`src/rtl/fsm_proc_periph_hs.sv`:
```
// -----------------------------------------------------------------------------
// fsm_proc_periph_hs
//   Processor-side handshake controller. Accepts one command at a time from the
//   processor (valid/ready), then runs a 4-phase req/ack handshake with the
//   selected peripheral and reports completion, errors and a transfer count.
//
// Ports
//   clk        : system clock, rising edge
//   rst        : asynchronous reset, active low
//   cmd_valid  : processor command valid
//   cmd_ready  : controller can accept a command (combinational: IDLE && rst)
//   cmd_dest   : target peripheral index
//   cmd_data   : payload
//   per_req    : one-hot request to the peripherals (at most one bit high)
//   per_ack    : per-peripheral acknowledge, synchronous to clk
//   per_data   : shared payload bus, valid while any per_req bit is high
//   busy       : high in any state other than IDLE
//   done       : one-cycle pulse on handshake completion
//   err        : one-cycle pulse on a bad destination (or a watchdog timeout)
//   xfer_cnt   : count of completed transfers, wraps 0xFFFF -> 0
//
// Build option
//   FSM_PROC_PERIPH_TIMEOUT_EN : when defined, a per-phase watchdog aborts a
//   REQ or REL phase that lasts TIMEOUT_CYC cycles without the awaited ack.
// -----------------------------------------------------------------------------
module fsm_proc_periph_hs #(
    parameter int NUM_PERIPH  = 2,
    parameter int DEST_W      = 1,
    parameter int DATA_W      = 8,
    parameter int TIMEOUT_CYC = 15
) (
    input  logic                  clk,
    input  logic                  rst,
    input  logic                  cmd_valid,
    output logic                  cmd_ready,
    input  logic [DEST_W-1:0]     cmd_dest,
    input  logic [DATA_W-1:0]     cmd_data,
    output logic [NUM_PERIPH-1:0] per_req,
    input  logic [NUM_PERIPH-1:0] per_ack,
    output logic [DATA_W-1:0]     per_data,
    output logic                  busy,
    output logic                  done,
    output logic                  err,
    output logic [15:0]           xfer_cnt
);

    if (NUM_PERIPH < 1 || NUM_PERIPH > (1 << DEST_W)) begin : g_bad_num_periph
        $error("NUM_PERIPH must be in 1..2**DEST_W");
    end
    if (TIMEOUT_CYC < 1) begin : g_bad_timeout
        $error("TIMEOUT_CYC must be at least 1");
    end

    typedef enum logic [1:0] {
        S_IDLE = 2'd0,
        S_REQ  = 2'd1,
        S_REL  = 2'd2,
        S_DONE = 2'd3
    } state_e;

    state_e                state_q, state_d;
    logic [NUM_PERIPH-1:0] sel_q, sel_d;       // one-hot copy of the latched dest
    logic [NUM_PERIPH-1:0] per_req_q, per_req_d;
    logic [DATA_W-1:0]     per_data_q, per_data_d;
    logic                  busy_q, busy_d;
    logic                  done_q, done_d;
    logic                  err_q, err_d;
    logic [15:0]           xfer_cnt_q, xfer_cnt_d;

    logic [NUM_PERIPH-1:0] dest_oh;
    logic                  dest_bad;
    logic                  ack_sel;

`ifdef FSM_PROC_PERIPH_TIMEOUT_EN
    localparam int CNT_W = $clog2(TIMEOUT_CYC + 1);
    logic [CNT_W-1:0] phase_q, phase_d;
`endif

    // Decode the incoming destination; out-of-range indices produce no bit.
    always_comb begin
        dest_oh = '0;
        for (int i = 0; i < NUM_PERIPH; i++) begin
            if (32'(cmd_dest) == 32'(i)) dest_oh[i] = 1'b1;
        end
    end

    assign dest_bad = (32'(cmd_dest) >= 32'(NUM_PERIPH));

    // Only the selected channel's ack is ever looked at.
    assign ack_sel = |(per_ack & sel_q);

    always_comb begin
        state_d    = state_q;
        sel_d      = sel_q;
        per_req_d  = per_req_q;
        per_data_d = per_data_q;
        done_d     = 1'b0;
        err_d      = 1'b0;
        xfer_cnt_d = xfer_cnt_q;

        unique case (state_q)
            S_IDLE: begin
                if (cmd_valid) begin
                    if (dest_bad) begin
                        err_d = 1'b1;
                    end else begin
                        state_d    = S_REQ;
                        sel_d      = dest_oh;
                        per_req_d  = dest_oh;
                        per_data_d = cmd_data;
                    end
                end
            end
            S_REQ: begin
                if (ack_sel) begin
                    state_d   = S_REL;
                    per_req_d = '0;
                end
            end
            S_REL: begin
                if (!ack_sel) begin
                    state_d    = S_DONE;
                    done_d     = 1'b1;
                    xfer_cnt_d = xfer_cnt_q + 16'd1;
                end
            end
            S_DONE: begin
                state_d    = S_IDLE;
                sel_d      = '0;
                per_data_d = '0;
            end
            default: state_d = S_IDLE;
        endcase

`ifdef FSM_PROC_PERIPH_TIMEOUT_EN
        // Phase counter is zero on entry to REQ (IDLE holds it at zero) and is
        // re-zeroed on the REQ->REL step; an expired phase overrides the case.
        phase_d = '0;
        if (state_q == S_REQ || state_q == S_REL) begin
            if (state_d != state_q) begin
                phase_d = '0;
            end else if (phase_q == CNT_W'(TIMEOUT_CYC - 1)) begin
                state_d    = S_IDLE;
                sel_d      = '0;
                per_req_d  = '0;
                per_data_d = '0;
                err_d      = 1'b1;
            end else begin
                phase_d = phase_q + CNT_W'(1);
            end
        end
`endif

        busy_d = (state_d != S_IDLE);
    end

    always_ff @(posedge clk or negedge rst) begin
        if (!rst) begin
            state_q    <= S_IDLE;
            sel_q      <= '0;
            per_req_q  <= '0;
            per_data_q <= '0;
            busy_q     <= 1'b0;
            done_q     <= 1'b0;
            err_q      <= 1'b0;
            xfer_cnt_q <= '0;
        end else begin
            state_q    <= state_d;
            sel_q      <= sel_d;
            per_req_q  <= per_req_d;
            per_data_q <= per_data_d;
            busy_q     <= busy_d;
            done_q     <= done_d;
            err_q      <= err_d;
            xfer_cnt_q <= xfer_cnt_d;
        end
    end

`ifdef FSM_PROC_PERIPH_TIMEOUT_EN
    always_ff @(posedge clk or negedge rst) begin
        if (!rst) phase_q <= '0;
        else      phase_q <= phase_d;
    end
`endif

    // cmd_ready is the only combinational output; it drops with rst at once.
    assign cmd_ready = (state_q == S_IDLE) && rst;
    assign per_req   = per_req_q;
    assign per_data  = per_data_q;
    assign busy      = busy_q;
    assign done      = done_q;
    assign err       = err_q;
    assign xfer_cnt  = xfer_cnt_q;

endmodule

```
`config.mk`:
```
export PLATFORM = sky130hd
export DESIGN_NAME = fsm_proc_periph_hs
export DESIGN_NICKNAME = d
export VERILOG_FILES = /design/src/rtl/fsm_proc_periph_hs.sv
export SDC_FILE = /design/constraint.sdc
export NUM_CORES = 1
export LEC_CHECK = 0
export CAP_MARGIN = 0
export CELL_PAD_IN_SITES_DETAIL_PLACEMENT = 0
export CELL_PAD_IN_SITES_GLOBAL_PLACEMENT = 1
export CORE_MARGIN = 2
export CORE_UTILIZATION = 35
export CTS_CLUSTER_SIZE = 28
export DETAILED_ROUTE_END_ITERATION = 10
export GPL_TIMING_DRIVEN = 0
export PLACE_DENSITY_LB_ADDON = 0.2
export SYNTH_ARGS = -nofsm -noshare
export SYNTH_HDL_FRONTEND = slang
export SYNTH_SLANG_ARGS = --single-unit
```
`constraint.sdc`:
```
create_clock -name clk -period 1.9 [get_ports clk]
set_input_delay 0.475 -clock clk [delete_from_list [all_inputs] [get_ports clk]]
set_output_delay 0.475 -clock clk [all_outputs]
set_load 0.05 [all_outputs]
```
Word level (Yosys, flattened, before mapping)
Cells that the tools add are included.
Word-level totals
  register bits after elaboration: 32
  bits of input ports: 14
  output and inout bits: 30
  logic and storage cells: 38
Operators by class
  add/subtract/negate cells: 1
  equality and inequality tests: 5
  mux-type cells: 14
  bitwise logic cells: 2
  reduce and logical (&&, ||, !) cells: 9
Operator list (number)
  $add A16 B1 Y16 const B: 1
  $pmux W8 S2: 1
  $mux W2: 5
  $mux W8: 1
  $pmux W2 S2: 2
  $pmux W2 S4: 1
  $reduce_bool A2 Y1: 3
  $eq A2 B2 Y1 const B: 2
  $mux W1: 4
  $ne A2 B2 Y1 const B: 2
  $reduce_and A2 Y1: 2
  $reduce_and A3 Y1: 1
  $and A2 B2 Y2: 1
  $eq A2 B1 Y1 const B: 1
  $logic_not A2 Y1: 1
  $reduce_or A2 Y1: 1
  $logic_and A1 B1 Y1: 1
  $not A1 Y1: 1

Depth between registers and ports, before layout
Gate-level depths: netlist of run 1.
  depth after elaboration: 5
  depth in mapped cells: 5
  depth with buffers taken out: 4

Worst setup path after synthesis of run 1
No wires, ideal clock.
  kind: register to output
  start: reg state_q[0]
  end: out cmd_ready
  arrival: 1878 ps
  required time: 1425 ps
  setup slack: -453 ps
  stages on the path, launching flop included: 4
  buffers on the path: 2
  path through: dfrtp_1 -> buf_2 -> buf_2 -> nor3b_1
Between the ends
  word-level cells in the longest chain between the ends: 2
Ends and longest elaborated chain
  start, declared: line 61  | state_e state_q, state_d;
  start signal, assigned: line 168  | state_q <= state_d;
  $logic_not A2 Y1: line 187  | assign cmd_ready = (state_q == S_IDLE) && rst;
  $logic_and A1 B1 Y1: line 187
  end, declared: line 35  | output logic cmd_ready,
No other way between the ends.

Worst setup path in the final report of run 1
Same ends and word-level chain as after synthesis.

==> summary.md, run 1 <==
| Metric | Value |
|---|---|
| Gpl congestion | 0.749 |
| Remaining routing DRC violations | 0 |
| Die area | 4770 sq um |
| # H-tree levels | 2 |
| CP arrival | 1.38 ns |
| Clock Sinks | 32 |
| CTS Buf Count | 5 |
| Critical Path, Cell by Cell | buf_6 > buf_4 > nor3b_2 > buf_6 |
| Die Wd | 69.1 microns |
| Max Fclk | 539 MHz |
| Synth cell types | 34 |
| Largest net degree at the start of global routing | 34 |
| Vias | 1189 |
| PD cells | 1490 nW/um^2 |
| Final wirelength | 3.20 mm |
| Syn Nets | 148 |
| First-pass GRT wire length | 5.82 mm |
| Clk buf depth | 2 |
| Relative slew slack | 0.576 |
| Initial antenna violation count | 0 |
| CP Max Fanout | 10 |
| Final Net Count | 198 |
| Cell with the most instances on the worst path | buf_6 |
| Placeable Area | 4030 sq um |
| Critical R2R Launch | state_q[0] |
| Critical path class | flop to primary output |
| CP peak stage delay | 0.42 ns |
| Clock Tree Root | clkbuf_8 |
| Hold WC Path Type | input pin to asynchronous set/reset pin |
| Hold Vio Cnt, Final | 0 |
| Area contributors post-synth | dfrtp_1 54%, a22oi_1 5.1%, xnor2_1 4.7% |
| IO Count | 44 |
| Area share of the largest cell type after synthesis | 0.541 |
| Vias in the first global route | 1219 |
| Power after layout | 3050 uW |
| Vias/cell | 5.08 |
| CP startpoint kind | flop |
| DR WL/cell | 13.7 microns |
| Row count | 23 |
| Hold slack | 0.124 ns |
| RSZ-0062 raised after global routing | false |
| Max-cap viol count | 0 |
| Initial DRC count | 61 |
| Critical Path RT | 1.42 ns |
| Leak | 0.00104 uW |
| Core Util, Final | 0.510 |
| Yosys reg bits | 32 |
| Fin. max-slew vios | 0 |
| Count of final setup violators | 0 |
| Hold buffer count at CTS | 0 |
| Starting Density | 0.368 |
| Worst skew pair latency | 0.28 ns |
| Fin crit period | 1.86 ns |
| Gr usage total | 0.150 |
| CP Capture Type | primary output |
| Worst vdd ir | 0.703 mV |
| Synth Cell Area | 1480 sq um |
| Post-DP HPWL | 2.29 mm |
| Syn-to-layout area delta | 38.6% |
| Worst setup startpoint | state_q[0] |
| Sequential cell area fraction in the yosys report | 0.541 |
| Buffers & Inverters on Critical Path | 3 |
| Die Y | 69.1 microns |
| Mean post-synth cell area | 11.1 sq um |
| Leading area contributor after synthesis | dfrtp_1 |
| CP max-delay cell | dfrtp_1 |
| Clock skew | 0.00577 ns |
| Reg clk slew, reported paths | 0.07 ns |
| Worst-Margin Slew | 0.633 ns |
| # port buffers | 42 |
| First-pass DRT Iterations | 4 |
| Fraction of the cycle the final worst path needs | 0.977 |
| GR Overflow Total | 0 |
| TritonCTS clock tree | yes |
| Ant. Diodes | 0 |
| Post-DRT Antenna Nets | 0 |
| Layout cells sized above 1 | 0.136 |
| Status | complete, no violations |
| YS warnings | 0 |
| Crit-path leading delay family | buffers and inverters |
| Post-Syn Instances | 133 |
[metrics by stage]
| stage | worst slack, ns | cells | cell area (sq um) | TNS, ns |
|---|---|---|---|---|
| floorplan | 0.0358 | 133 | 1490 | 0 |
| global placement | -1.76 | 225 | 1970 | -12.82 |
| detailed placement | -0.784 | 225 | 1960 | -2.03 |
| CTS | 0.00274 | 233 | 2040 | 0 |
| global route | 0.000733 | 234 | 2050 | 0 |
| finish | 0.0440 | 234 | 2050 | 0 |
[sequential cells by signal, summed over array words and instances (netlist names)]
signal,flops
busy,1
done,1
per_data,8
per_req,2
sel_q,2
state_q,2
xfer_cnt,16
[area by class of cell]
cell class | count | area [sq um]
clock inverter | 2 | 10.0
tap | 50 | 62.6
clock buffer | 6 | 82.6
buffer | 5 | 37.5
multi-input combinational | 91 | 638
timing repair buffer | 44 | 407
inverter | 4 | 15.0
sequential | 32 | 801
fill | 394 | 1980
[path summary, 6_finish.rpt]
check,end,slack [ns],cells past startpoint
max,cmd_ready,0.04,4
min,xfer_cnt[15],0.12,1
max reg2reg,xfer_cnt[8],0.40,5
min reg2reg,xfer_cnt[15],0.46,1
max in group asynchronous,xfer_cnt[8],1.47,1
min in group clk,xfer_cnt[15],0.46,1
[cells in the mapped netlist]
library cell and instances:
nand2b_1 2, mux2_2 1, nor2b_1 2, dfrtp_1 32, nor2_1 1, ha_1 1
and3_1 2, and4_4 1, buf_2 2, a2bb2oi_1 2, conb_1 1, and4_1 3
o22ai_1 3, a22oi_1 10, xor2_1 7, a21oi_1 3, nand4_1 2, nand3_1 4
buf_4 2, and2b_2 1, xnor2_1 8, nor3b_2 1, nand2_1 15, a22o_1 1
nor3b_1 1, nor2_4 1, inv_1 4, and2_1 1, a22oi_4 1, nor3_1 3
nand4_4 1, nor4_2 1, clkbuf_1 2, o21ai_0 11
[per-layer routing]
layer | up-vias | global-route usage | share of wire
met5 | - | 0 | 0
met4 | 0 | 0.0588 | 0.017
met3 | 7 | 0.0512 | 0.052
met2 | 34 | 0.263 | 0.50
met1 | 582 | 0.168 | 0.43
li1 | 566 | - | -
[report_power, final]
part | switching (uW) | internal (uW)
registers | 152 | 873
logic | 1010 | 486
clock network | 244 | 288
[what timing repair did]
item                       4_1_cts  5_1_grt
buffers inserted                 0        2
gates resized for setup         38        2
setup endpoints to repair       27        3
pin swaps                        1        1
cloned                           0        0
[layout by cell type, fill, tap and decap left out, drive strengths merged]
master,n
a21oi,3
a22o,1
a22oi,11
a2bb2oi,2
and2,1
and2b,1
and3,2
and4,4
buf,8
clkbuf,7
clkdlybuf4s50,12
clkinv,2
conb,1
dfrtp,32
dlygate4sd2,26
dlymetal6s2s,2
ha,1
inv,4
mux2,1
nand2,15
nand2b,2
nand3,4
nand4,3
nor2,2
nor2b,2
nor3,3
nor3b,2
nor4,1
o21ai,11
o22ai,3
xnor2,8
xor2,7
[cells by family after synthesis]
family          share of synthesized area
simple gates                        0.177
flops                               0.541
compound gates                      0.143
xor+xnor                           0.0887
buf+inv                            0.0321
fa+ha+maj                         0.00844
other cells                       0.00253
mux                               0.00760
Power figures use the tool's default switching activity.
==> inputs of run 2 (changes only) <==
--- a/config.mk
+++ b/config.mk
@@ -5,11 +5,13 @@
 export SDC_FILE = /design/constraint.sdc
 export NUM_CORES = 1
 export LEC_CHECK = 0
+export ABC_AREA = 1
+export ABC_CLOCK_PERIOD_IN_PS = 1900
 export CAP_MARGIN = 0
 export CELL_PAD_IN_SITES_DETAIL_PLACEMENT = 0
 export CELL_PAD_IN_SITES_GLOBAL_PLACEMENT = 1
 export CORE_MARGIN = 2
-export CORE_UTILIZATION = 35
+export CORE_UTILIZATION = 34
 export CTS_CLUSTER_SIZE = 28
 export DETAILED_ROUTE_END_ITERATION = 10
 export GPL_TIMING_DRIVEN = 0
==> run 2 against run 1 <==
Compared with the run above:
- worst setup slack gained 0.085 ns
- count of clock-buffer cells in the layout is the same
- area after synthesis grew 7.0%
- worst hold slack lost 0.055 ns
- highest routed layer unchanged
==> summary.md, run 2 <==
| Metric | Value |
|---|---|
| Leading area contributor after synthesis | dfrtp_1 (unchanged) |
| Vias/cell | 4.67 (was 5.08) |
| Leak | 0.00116 uW (was 0.00104 uW) |
| Syn-to-layout area delta | 36.0% (was 38.6%) |
| Remaining routing DRC violations | 0 (unchanged) |
| CP arrival | 1.30 ns (was 1.38 ns) |
| Syn Nets | 209 (was 148) |
| Clock skew | 0.00445 ns (was 0.00577 ns) |
| Hold Vio Cnt, Final | 0 (unchanged) |
| Power after layout | 2970 uW (was 3050 uW) |
| Most frequent cells in the layout | 56 x nand2_1, 32 x dfrtp_1, 31 x nand3_1 (was 32 x dfrtp_1, 26 x dlygate4sd2_1, 15 x nand2_1) |
| Post-DP HPWL | 2.55 mm (was 2.29 mm) |
| Vias | 1386 (was 1189) |
| Fin crit period | 1.77 ns (was 1.86 ns) |
| Layout cells sized above 1 | 0.0980 (was 0.136) |
| Area share of the largest cell type after synthesis | 0.505 (was 0.541) |
| CP startpoint kind | flop (unchanged) |
| Synth Cell Area | 1590 sq um (was 1480 sq um) |
| Buffers & Inverters on Critical Path | 1 (was 3) |
| IO Count | 44 (unchanged) |
| Gpl congestion | 0.750 (was 0.749) |
| Status | complete, no violations (unchanged) |
| CP peak stage delay | 0.56 ns (was 0.42 ns) |
| Die Wd | 72.3 microns (was 69.1 microns) |
| Post-DRT Antenna Nets | 0 (unchanged) |
| Post-Syn Instances | 194 (was 133) |
| Clock Sinks | 32 (unchanged) |
| Critical Path, Cell by Cell | dlygate4sd2_1 (was buf_6 > buf_4 > nor3b_2 > buf_6) |
| YS warnings | 0 (unchanged) |
| Initial antenna violation count | 0 (unchanged) |
| Initial DRC count | 71 (was 61) |
| Critical Path RT | 1.42 ns (about the same) |
| TritonCTS clock tree | yes (unchanged) |
| CP Capture Type | primary output (unchanged) |
| Post-synth EDFFs | 0 (unchanged) |
| # H-tree levels | 2 (unchanged) |
| Fraction of the cycle the final worst path needs | 0.932 (was 0.977) |
| Clk buf depth | 2 (unchanged) |
| Max reg flops | 16 (unchanged) |
| Row count | 24 (was 23) |
| Die area | 5220 sq um (was 4770 sq um) |
| PD cells | 1380 nW/um^2 (was 1490 nW/um^2) |
| Ant. Diodes | 0 (unchanged) |
| Reg clk slew, reported paths | 0.06 ns (was 0.07 ns) |
| Synth Flop Type | dfrtp_1 (unchanged) |
| CTS Buf Count | 5 (unchanged) |
| Crit-path leading delay family | buffers and inverters (unchanged) |
| Vias in the first global route | 1351 (was 1219) |
| RSZ-0062 raised after global routing | false (unchanged) |
| First-pass DRT Iterations | 4 (unchanged) |
| Largest net degree at the start of global routing | 34 (unchanged) |
| CP max-delay cell | dlygate4sd2_1 (was dfrtp_1) |
| Worst skew pair latency | 0.28 ns (about the same) |
| DR WL/cell | 11.9 microns (was 13.7 microns) |
| Synth cell types | 19 (was 34) |
| Mean post-synth cell area | 8.17 sq um (was 11.1 sq um) |
| CP Max Fanout | 6 (was 10) |
| # port buffers | 41 (was 42) |
| Post-synth top cells | 56 x nand2_1, 32 x dfrtp_1, 31 x nand3_1 (was 32 x dfrtp_1, 15 x nand2_1, 11 x o21ai_0) |
| GR Overflow Total | 0 (unchanged) |
| Sequential cell area fraction in the yosys report | 0.505 (was 0.541) |
| First-pass GRT wire length | 6.15 mm (was 5.82 mm) |
| Yosys reg bits | 32 (unchanged) |
| Starting Density | 0.359 (was 0.368) |
| Max Fclk | 565 MHz (was 539 MHz) |
| Max-cap viol count | 0 (unchanged) |
| Count of final setup violators | 0 (unchanged) |
| Worst vdd ir | 0.699 mV (was 0.703 mV) |
| Commonest non-fill, non-tap cell in the layout | nand2_1 (was dfrtp_1) |
| Final wirelength | 3.54 mm (was 3.20 mm) |
| Synth async-reset ratio | 1.00 (unchanged) |
| Fin. max-slew vios | 0 (unchanged) |
| Hold WC Path Type | input pin to asynchronous set/reset pin (unchanged) |
| Gr usage total | 0.153 (was 0.150) |
| Placeable Area | 4410 sq um (was 4030 sq um) |
| Core Util, Final | 0.488 (was 0.510) |
| Area contributors post-synth | dfrtp_1 51%, nand2_1 13%, nand3_1 9.8% (was dfrtp_1 54%, a22oi_1 5.1%, xnor2_1 4.7%) |
| Die Y | 72.3 microns (was 69.1 microns) |
| Clock Tree Root | clkbuf_8 (unchanged) |
| Critical path class | flop to primary output (unchanged) |
| Final Net Count | 259 (was 198) |
| Count leader, synth | nand2_1 (was dfrtp_1) |
## run 2: changes by cell type after synthesis, sizes merged, moves of 5 or more
| cell | change |
|---|---|
| inv | +19 |
| nand2 | +43 |
| nor2 | +17 |
| nand3 | +29 |
| xor2 | -5 |
| a22oi | -11 |
## run 2: final cells by class
type | instances | area, sq um
Multi-Input combinational cell | 133 | 661
Fill cell | 462 | 2260
Buffer | 6 | 45.0
Timing Repair Buffer | 43 | 390
Inverter | 23 | 86.3
Sequential cell | 32 | 801
Tap cell | 52 | 65.1
Clock buffer | 6 | 72.6
Clock inverter | 2 | 35.0
## run 2: logic make-up after synthesis
logic type               Yosys count  share of synthesized area
flip-flops                        32                      0.505
adder cells (fa/ha/maj)            1                    0.00789
AND/OR/NAND/NOR                  116                      0.335
buffers and inverters             29                     0.0829
other                              1                    0.00237
XOR/XNOR                           8                     0.0442
AO/OA/AOI/OAI                      7                     0.0221
## run 2: power breakdown
part | total (uW) | switching (uW) | internal [uW]
sequential | 1010 | 140 | 870
clock | 637 | 249 | 389
combinational | 1320 | 946 | 378
total | 2970 | 1330 | 1640
## run 2: stage by stage
stage / instances / TNS [ns] / hold WS, ns / setup slack [ns] / instance area (sq um)
2_1_floorplan: 194 / 0 / 0.179 / 0.205 / 1590
3_3_place_gp: 287 / -12.90 / 0.482 / -1.72 / 2060
3_5_place_dp: 287 / -0.736 / 0.489 / -0.736 / 2060
4_1_cts: 295 / -0.00830 / 0.142 / -0.00830 / 2130
5_1_grt: 297 / 0 / 0.0809 / 0.0818 / 2160
6_report: 297 / 0 / 0.0695 / 0.129 / 2160
## run 2: what timing repair did
item | in CTS | in global routing
buffers inserted | 0 | 2
resized for setup | 34 | 2
endpoints found under the setup margin | 28 | 2
hold buffers | 0 | 0
pin swaps | 0 | 1
## run 2: layer usage
metal	vias up	GRT usage	wire, microns
met2	41	0.254	1630
li1	709	-	-
met4	0	0.0629	44
met3	5	0.0444	196
met5	-	0	0
met1	631	0.186	1660
## run 2: path summary, 6_finish.rpt
kind,start,endpoint,slack [ns],cells after the start
hold reg to reg,per_data[5],per_data[5],0.50,2
hold / removal,rst,xfer_cnt[1],0.07,1
max in group asynchronous,rst,per_data[5],1.59,1
setup / recovery,xfer_cnt[11],xfer_cnt[11],0.13,1
min in group clk,per_data[5],per_data[5],0.50,2
setup reg to reg,xfer_cnt[0],xfer_cnt[8],0.48,5
